[config.mk]
export PLATFORM = sky130hd
export DESIGN_NAME = load_sequencer
export DESIGN_NICKNAME = d
export VERILOG_FILES = /design/src/rtl/load_pkg.sv /design/src/rtl/load_extend.sv /design/src/rtl/load_sequencer.sv
export SDC_FILE = /design/constraint.sdc
export NUM_CORES = 1
export LEC_CHECK = 0
export ABC_AREA = 1
export CORE_ASPECT_RATIO = 1.5
export CORE_MARGIN = 2
export CORE_UTILIZATION = 55
export CTS_CLUSTER_SIZE = 40
export DETAILED_ROUTE_END_ITERATION = 12
export HOLD_SLACK_MARGIN = 0.02
export PLACE_DENSITY_LB_ADDON = 0.2
export RECOVER_POWER = 50
export SLEW_MARGIN = 20
export SYNTH_ARGS = -nofsm -noshare
export SYNTH_HDL_FRONTEND = slang
export SYNTH_SLANG_ARGS = --single-unit
[constraint.sdc]
create_clock -name clk -period 7.28 [get_ports clk]
set_input_delay 1.456 -clock clk [delete_from_list [all_inputs] [get_ports clk]]
set_output_delay 1.456 -clock clk [all_outputs]
set_load 0.01 [all_outputs]
[src/rtl/load_pkg.sv]
// Shared definitions for the load sequencer: load-type codes, FSM states and a
// helper that maps a load type to its access size.
package load_pkg;

  // Load-type codes as driven on the load_type port.
  typedef enum logic [2:0] {
    LdLw  = 3'b000,
    LdLh  = 3'b001,
    LdLhu = 3'b010,
    LdLb  = 3'b011,
    LdLbu = 3'b100
  } load_type_e;

  typedef enum logic [1:0] {
    StIdle,
    StIssue,
    StWait,
    StResp
  } state_e;

  // Unknown codes behave as a word load.
  function automatic logic [2:0] norm_type(input logic [2:0] lt);
    logic [2:0] res;
    case (lt)
      LdLh, LdLhu, LdLb, LdLbu: res = lt;
      default:                  res = LdLw;
    endcase
    return res;
  endfunction

  // Access size in bytes.
  function automatic logic [2:0] load_size(input logic [2:0] lt);
    logic [2:0] res;
    case (lt)
      LdLh, LdLhu: res = 3'd2;
      LdLb, LdLbu: res = 3'd1;
      default:     res = 3'd4;
    endcase
    return res;
  endfunction

endpackage

[src/rtl/load_extend.sv]
// Sign/zero extension of the assembled load bytes according to load type.
module load_extend
  import load_pkg::*;
(
  input  logic [2:0]  load_type,
  input  logic [31:0] data,
  output logic [31:0] result
);

  // Select the extension for the requested width.
  always_comb begin
    result = data;
    case (load_type)
      LdLh:    result = {{16{data[15]}}, data[15:0]};
      LdLhu:   result = {16'h0000, data[15:0]};
      LdLb:    result = {{24{data[7]}}, data[7:0]};
      LdLbu:   result = {24'h000000, data[7:0]};
      default: result = data;
    endcase
  end

endmodule

[src/rtl/load_sequencer.sv]
// Multi-beat load sequencer: issues bus-aligned reads, assembles the bytes of a
// load in address order and returns the extended 32-bit result.
// Optional macro UNALIGNED_LOAD_EN: perform misaligned LH/LHU/LW by spanning
// bus words instead of rejecting them.
module load_sequencer
  import load_pkg::*;
#(
  parameter int unsigned BUS_W  = 32,
  parameter int unsigned ADDR_W = 32
) (
  input  logic              clk,
  input  logic              rst,
  input  logic              req_valid,
  output logic              req_ready,
  input  logic [2:0]        load_type,
  input  logic [ADDR_W-1:0] addr,
  output logic              mem_rd_en,
  output logic [ADDR_W-1:0] mem_addr,
  input  logic [BUS_W-1:0]  mem_rd_data,
  input  logic              mem_rd_valid,
  output logic              rsp_valid,
  output logic [31:0]       rsp_data,
  output logic              rsp_misalign
);

  localparam int unsigned      Bytes    = BUS_W / 8;
  localparam logic [ADDR_W-1:0] LaneMask = ADDR_W'(Bytes - 1);
  localparam logic [ADDR_W-1:0] BeatStep = ADDR_W'(Bytes);

  state_e            state_q, state_d;
  logic [2:0]        type_q, type_d;
  logic [2:0]        size_q, size_d;
  logic [ADDR_W-1:0] addr_q, addr_d;
  logic [ADDR_W-1:0] beat_addr_q, beat_addr_d;
  logic [2:0]        beats_q, beats_d;
  logic              misalign_q, misalign_d;
  logic [31:0]       asm_q, asm_d;

  logic [2:0]  req_type;
  logic [2:0]  req_size;
  logic [2:0]  req_beats;
  logic        req_reject;
  logic [31:0] ext_data;

  // Decode the incoming request: type, size, beat count and reject decision.
  always_comb begin
    req_type = norm_type(load_type);
    req_size = load_size(req_type);
`ifdef UNALIGNED_LOAD_EN
    req_reject = 1'b0;
    // Number of bus words touched by bytes addr .. addr+size-1.
    req_beats  = 3'((32'(addr & LaneMask) + 32'(req_size) + Bytes - 1) / Bytes);
`else
    req_reject = (((req_type == LdLh) || (req_type == LdLhu)) && addr[0]) ||
                 ((req_type == LdLw) && (addr[1:0] != 2'b00));
    req_beats  = (32'(req_size) >= Bytes) ? 3'(32'(req_size) / Bytes) : 3'd1;
`endif
  end

  // Offset of each bus lane relative to the load address; lanes outside
  // 0..size-1 are not part of the load (wraps negative, so compares large).
  logic [ADDR_W-1:0] lane_off [Bytes];
  for (genvar g = 0; g < Bytes; g++) begin : g_lane
    assign lane_off[g] = beat_addr_q + ADDR_W'(g) - addr_q;
  end

  // FSM next state and datapath next-state.
  always_comb begin
    state_d     = state_q;
    type_d      = type_q;
    size_d      = size_q;
    addr_d      = addr_q;
    beat_addr_d = beat_addr_q;
    beats_d     = beats_q;
    misalign_d  = misalign_q;
    asm_d       = asm_q;
    unique case (state_q)
      StIdle: begin
        if (req_valid) begin
          type_d      = req_type;
          size_d      = req_size;
          addr_d      = addr;
          beat_addr_d = addr & ~LaneMask;
          beats_d     = req_beats;
          misalign_d  = req_reject;
          asm_d       = '0;
          state_d     = req_reject ? StResp : StIssue;
        end
      end
      StIssue: state_d = StWait;
      StWait: begin
        if (mem_rd_valid) begin
          for (int unsigned b = 0; b < Bytes; b++) begin
            if (lane_off[b] < ADDR_W'(size_q)) begin
              asm_d[{lane_off[b][1:0], 3'b000} +: 8] = mem_rd_data[8*b +: 8];
            end
          end
          beats_d = beats_q - 3'd1;
          if (beats_q == 3'd1) begin
            state_d = StResp;
          end else begin
            beat_addr_d = beat_addr_q + BeatStep;
            state_d     = StIssue;
          end
        end
      end
      StResp:  state_d = StIdle;
      default: state_d = StIdle;
    endcase
  end

  // State and datapath registers.
  always_ff @(posedge clk or posedge rst) begin
    if (rst) begin
      state_q     <= StIdle;
      type_q      <= LdLw;
      size_q      <= 3'd0;
      addr_q      <= '0;
      beat_addr_q <= '0;
      beats_q     <= 3'd0;
      misalign_q  <= 1'b0;
      asm_q       <= '0;
    end else begin
      state_q     <= state_d;
      type_q      <= type_d;
      size_q      <= size_d;
      addr_q      <= addr_d;
      beat_addr_q <= beat_addr_d;
      beats_q     <= beats_d;
      misalign_q  <= misalign_d;
      asm_q       <= asm_d;
    end
  end

  load_extend u_extend (
    .load_type (type_q),
    .data      (asm_q),
    .result    (ext_data)
  );

  // Outputs decoded from state; response fields are zero outside RESP.
  always_comb begin
    req_ready    = (state_q == StIdle);
    mem_rd_en    = (state_q == StIssue);
    mem_addr     = beat_addr_q;
    rsp_valid    = (state_q == StResp);
    rsp_misalign = (state_q == StResp) && misalign_q;
    rsp_data     = ((state_q == StResp) && !misalign_q) ? ext_data : 32'h0;
  end

endmodule

-- After elaboration in Yosys (flattened, before gate mapping)
Cells that the tools add are included.
- bits in registers: 108
- word-level logic and storage cells: 105
- add/sub/neg operators: 13
- magnitude comparators: 5
- eq/ne operators: 19
- shifts and indexed selects: 8
- multiplexer cells: 34
- reduce and logical (&&, ||, !) cells: 18
- operators with widths (cell ; number):
    2-to-1 mux 32 bit ; 16
    bitwise mux 32 bit ; 4
    < comparator 32 x 3 -> 1 bit ; 4
    one-hot mux 32 bit (2 select lines) ; 2
    one-hot mux 32 bit (4 select lines) ; 1
    variable shift 8 x 7 -> 32 bit (first input constant) ; 4
    variable part select 8 x 7 -> 32 bit ; 4
    subtractor 32 bit ; 4
    adder 32 x 2 -> 32 bit (second input constant) ; 2
    adder 32 x 1 -> 32 bit (second input constant) ; 1
    adder 32 x 3 -> 32 bit (second input constant) ; 1
    negation 5 -> 7 bit ; 4
    == test 3 x 2 -> 1 bit (second input constant) ; 6
    == test 3 x 1 -> 1 bit (second input constant) ; 4
    one-hot mux 3 bit (2 select lines) ; 2
    == test 3 bit (second input constant) ; 3
    2-to-1 mux 3 bit ; 3
    2-to-1 mux 2 bit ; 4
    one-hot mux 2 bit (4 select lines) ; 1
    inequality test 2 bit (second input constant) ; 3
    == test 2 bit (second input constant) ; 2
    logical AND 1 bit ; 4
    AND reduction 2 bit ; 2
    AND reduction 4 bit ; 1
    12 further kinds ; 15

-- Longest topological paths before layout
- depth after elaboration: 19
- depth in mapped cells: 29
- gate-level depth less buffers: 26

-- Modules after synthesis
From an unflattened synthesis, not the netlist that was laid out.
- cell total of the unflattened synthesis: 2861
- area total of the unflattened synthesis: 15949.0 sq um
- modules (own cells, without submodules) (module ; instances ; cells each ; area an instance (sq um)):
    load_sequencer ; 1 ; 2785 ; 15554.9
    load_extend ; 1 ; 76 ; 394.1

-- Worst setup path after synthesis
No wires, ideal clock.
- path kind: register to register
- start: reg beat_addr_q[2] (netlist: mem_addr[2])
- end: reg asm_q[14]
- library setup time: 66 ps
- data arrival time: 3357 ps
- required time: 7214 ps
- slack: 3858 ps
- cell stages (with the launch flop): 26
- path buffers: 2
- clock period less this slack: 3422 ps
- cells stage by stage: dfrtp_1 > inv_1 > ha_1 > inv_1 > fa_1 > inv_1 > ha_1 > a21oi_1 > nand2_1 > inv_1 > nand2_1 > nor2_1 > nand3_1 > nor2_1 > nand2_1 > nor2_1 > nand3_1 > nor2_2 > buf_6 > nand2_4 > buf_6 > nor2_2 > nor2_1 > nand2_1 > nand2_1 > nand2_1
- cells in the longest elaborated chain, start to end: 17
- elaborated cells between the ends (all ways): 26
- those cells by class: 7 x add/sub; 4 x order compare; 15 x mux
- RTL lines (what ; RTL line ; source):
    start, declared ; load_sequencer.sv:34 ; logic [ADDR_W-1:0] beat_addr_q, beat_addr_d;
    start signal, assigned ; load_sequencer.sv:128 ; beat_addr_q <= beat_addr_d;
    parallel branches: the longest is 14 deep, another holds adder 32 x 1 -> 32 bit ; n/a ;
    2-to-1 mux 32 bit * ; load_sequencer.sv:94 ; if (lane_off[b] < ADDR_W'(size_q)) begin
    2-to-1 mux 32 bit * ; load_sequencer.sv:92 ; if (mem_rd_valid) begin
    one-hot mux 32 bit (2 select lines) * ; load_sequencer.sv:77 ; unique case (state_q)
    end signal, assigned ; load_sequencer.sv:131 ; asm_q <= asm_d;
    end, declared ; load_sequencer.sv:37 ; logic [31:0] asm_q, asm_d;
Mark *: on every way between the ends. The select of a mux whose other input is x is not followed.
A chain may end at the register's enable or synchronous reset.

-- Worst setup path in the final report
- start: in req_valid
- end: reg beat_addr_q[8] (netlist: mem_addr[8])
- cells in the longest elaborated chain, start to end: 2
- RTL lines (what ; RTL line ; source):
    start, declared ; load_sequencer.sv:13 ; input logic req_valid,
    inequality test 2 bit (no line) ; n/a ;
    AND reduction 4 bit (no line) ; n/a ;
No other way between the ends.

==> results.yml <==
clock_tree:
  h-tree-depth: 3
  cts_buffer_depth: 2
  cts.sinks: 106
  cts_buffers: 9
  cts.clk_slew.worst_paths_ps: 80
  cts-root-buf: "clkbuf_16"
  cts-resized-gates: 0
  postCtsHoldBufs: 0
  cts_tree: "built"
  clkLatencyLatePin_ps: 400
  cts_setup_buffers: 0
synth:
  synth_xor_area_share_pct: 2.01
  synth_simple_gate_area_share_pct: 47.8
  netlist_area_mm2: 0.0157
  synth_mux_area_share_pct: 0
  ys.flop_type: "dfrtp_1"
  synthArstFlopShare_pct: 100
  synth_area_per_cell_um2: 5.54
  yosysWarningCount: 0
  ys_seq_area_share_pct: 16.9
  synth_top_family_by_area: "simple AND/OR/NAND/NOR gates"
  netlist_instances: 2834
  synth_compound_area_share_pct: 9.23
  synth-seq-cells: 106
  synth.distinct_cells: 48
  synth_edf_count: 0
  synthAdderAreaFrac_pct: 11.2
die:
  core.rowCount: 75
  die_x_um: 142
  initial_core_util_pct: 56.0
  chipHeight_um: 211
  core-area_mm2: 0.0281
  io_pins: 139
  die_area_mm2: 0.0300
global_route:
  grt_max_degree: 90
  first_global_vias: 19000
  antenna_found_initial: 2
  grt-ovfl-total: 0
  grt_pass1_wl_mm: 109
  grt_usage_pct: 48.6
setup_path:
  critPathTopFamily: "buffers and inverters"
  critPathCaptureType: "register"
  worstSetupStartpointType: "input port"
  crit_required_ps: 7600
  path_cells: "dlygate4sd3_1 -> nand2_1 -> clkbuf_1 -> inv_1 -> nor2_2 -> inv_1 -> nand2_1 -> inv_2 -> o21ai_0 -> a21oi_1 -> a21oi_1"
  path_class: "input port to register"
  crit_slowest_cell: "clkbuf_1"
  critPathMaxStageDelay_ps: 1260
  cp_num_buf_inv: 5
  worstPathMaxFanout: 43
  crit_arrival_ps: 6250
placed_design:
  io_buffers: 136
  place_congestion: 1.13
  dp_hpwl_mm: 57.0
detailed_routing:
  viasPerCell: 6.09
  vias: 19900
  wl_per_cell_um: 22.2
  drt-initial-drc-count: 2010
  first_pass_iters: 7
  antenna_left: 0
  drcViolationCount: 0
  wirelength_mm: 72.5
timing:
  setup_tns_ps: 0
  rsz0062_at_grt: "false"
  setup_viol: 0
  worst_pin_slew_ps: 1750
  fin_crit_ps: 5930
  fin_crit_sh_pct: 81.5
  fmax_ghz: 0.169
  maxSlewViolCount: 44
  relSlewSlack_pct: -16.6
  finalClockSkew_ps: 14.7
  finalHoldViolCount: 0
layout:
  final_common_cell: "nand2_1"
  area.growth.synth_to_final_pct: 11.8
  drive_gt1_share_pct: 3.19
  final_cell_mix: "nand2_1, inv_1, nor2_1"
  nets: 3106
status:
  violations: "capacitance limit, slew limit"
  outcome: "complete, but fails checks"
min_path:
  min_path_type: "register to register"
job:
  max_cap_viol_count: 1
==> flip-flops by register name, indices dropped and copies added (netlist names) <==
register / flops
addr_q: 32
asm_q: 32
mem_addr: 30
beats_q: 3
size_q: 3
type_q: 3
state_q: 2
misalign_q: 1
==> path summary, 6_finish.rpt <==
check	startpoint	end	slack, ps	depth (start not counted)
max	req_valid	mem_addr[8]	1350	11
min	addr_q[11]	addr_q[11]	500	2
max reg2reg	mem_addr[6]	asm_q[25]	2160	21
min reg2reg	addr_q[11]	addr_q[11]	500	2
max in group asynchronous	rst	addr_q[12]	4140	3
min in group asynchronous	rst	asm_q[30]	1790	2
==> routing by layer <==
| metal | vias up | share of wire (%) | GRT usage (%) | wire [um] |
|---|---|---|---|---|
| met5 | - | 0.023 | 0 | 17 |
| met4 | 2 | 14 | 53.5 | 10400 |
| met3 | 562 | 9.0 | 15.0 | 6500 |
| met2 | 1327 | 47 | 81.1 | 34000 |
| met1 | 8934 | 30 | 44.0 | 21600 |
| li1 | 9075 | - | - | - |
==> worst register-to-register path, stage by stage (launching register included) <==
cell and delay (ps):
dfrtp_1 510, ha_1 300, fa_1 670, nand2_1 250
inv_1 60, nand2_1 60, nand2_1 120, a21oi_1 430
nand2_1 170, nand2_1 100, nand2_1 60, xor2_1 380
o21ai_0 160, nor2_1 130, nand2_1 100, nor2_2 670
buf_4 350, nand4_1 100, nand2_1 100, inv_1 160
nand2_1 110, nand2_1 50
==> metrics by stage <==
stage	instance area, um^2	utilization (%)	instances	hold WS [ps]	setup slack (ps)
floorplan	15700	-	2839	453	3040
CTS	17600	62.6	3263	500	2160
global route	17600	62.6	3263	545	1010
global placement	17200	61.4	3247	471	2430
finish	17600	62.6	3265	505	1350
detailed placement	17200	61.4	3247	477	2150
==> layout make-up <==
cell class              count  area (um^2)
multi-input cells        2213        11100
flip-flops and latches    106         2650
clock inverters             7         91.3
fillers                  2764        10500
inverters                 438         1650
well taps                 346          433
repair buffers            144         1420
clock buffers               9          225
diodes                      2         5.00
==> cell usage after synthesis, types with 16 or more instances <==
cell type,number,area (um^2)
a21oi_1,104,521
nand4_1,85,532
xor2_1,34,298
nor2_2,21,131
dfrtp_1,106,2650
clkbuf_1,54,203
nand2_1,980,3680
buf_2,16,80.1
ha_1,93,1160
nor2_1,327,1230
fa_1,30,601
inv_1,419,1570
inv_2,18,67.6
o21ai_0,122,611
nand3_1,301,1510
==> logic make-up (layout without fill, tap and decap cells) <==
logic type,count (synthesis),after routing
flip-flops,106,106
adder cells (fa/ha/maj),123,123
XOR/XNOR,36,36
other,2,9
AO/OA/AOI/OAI,270,270
AND/OR/NAND/NOR,1777,1777
buffers and inverters,520,598
Power is left out: the tool's default activity adds up to more than one toggle a clock period on the data nets, which glitch-free logic cannot reach.
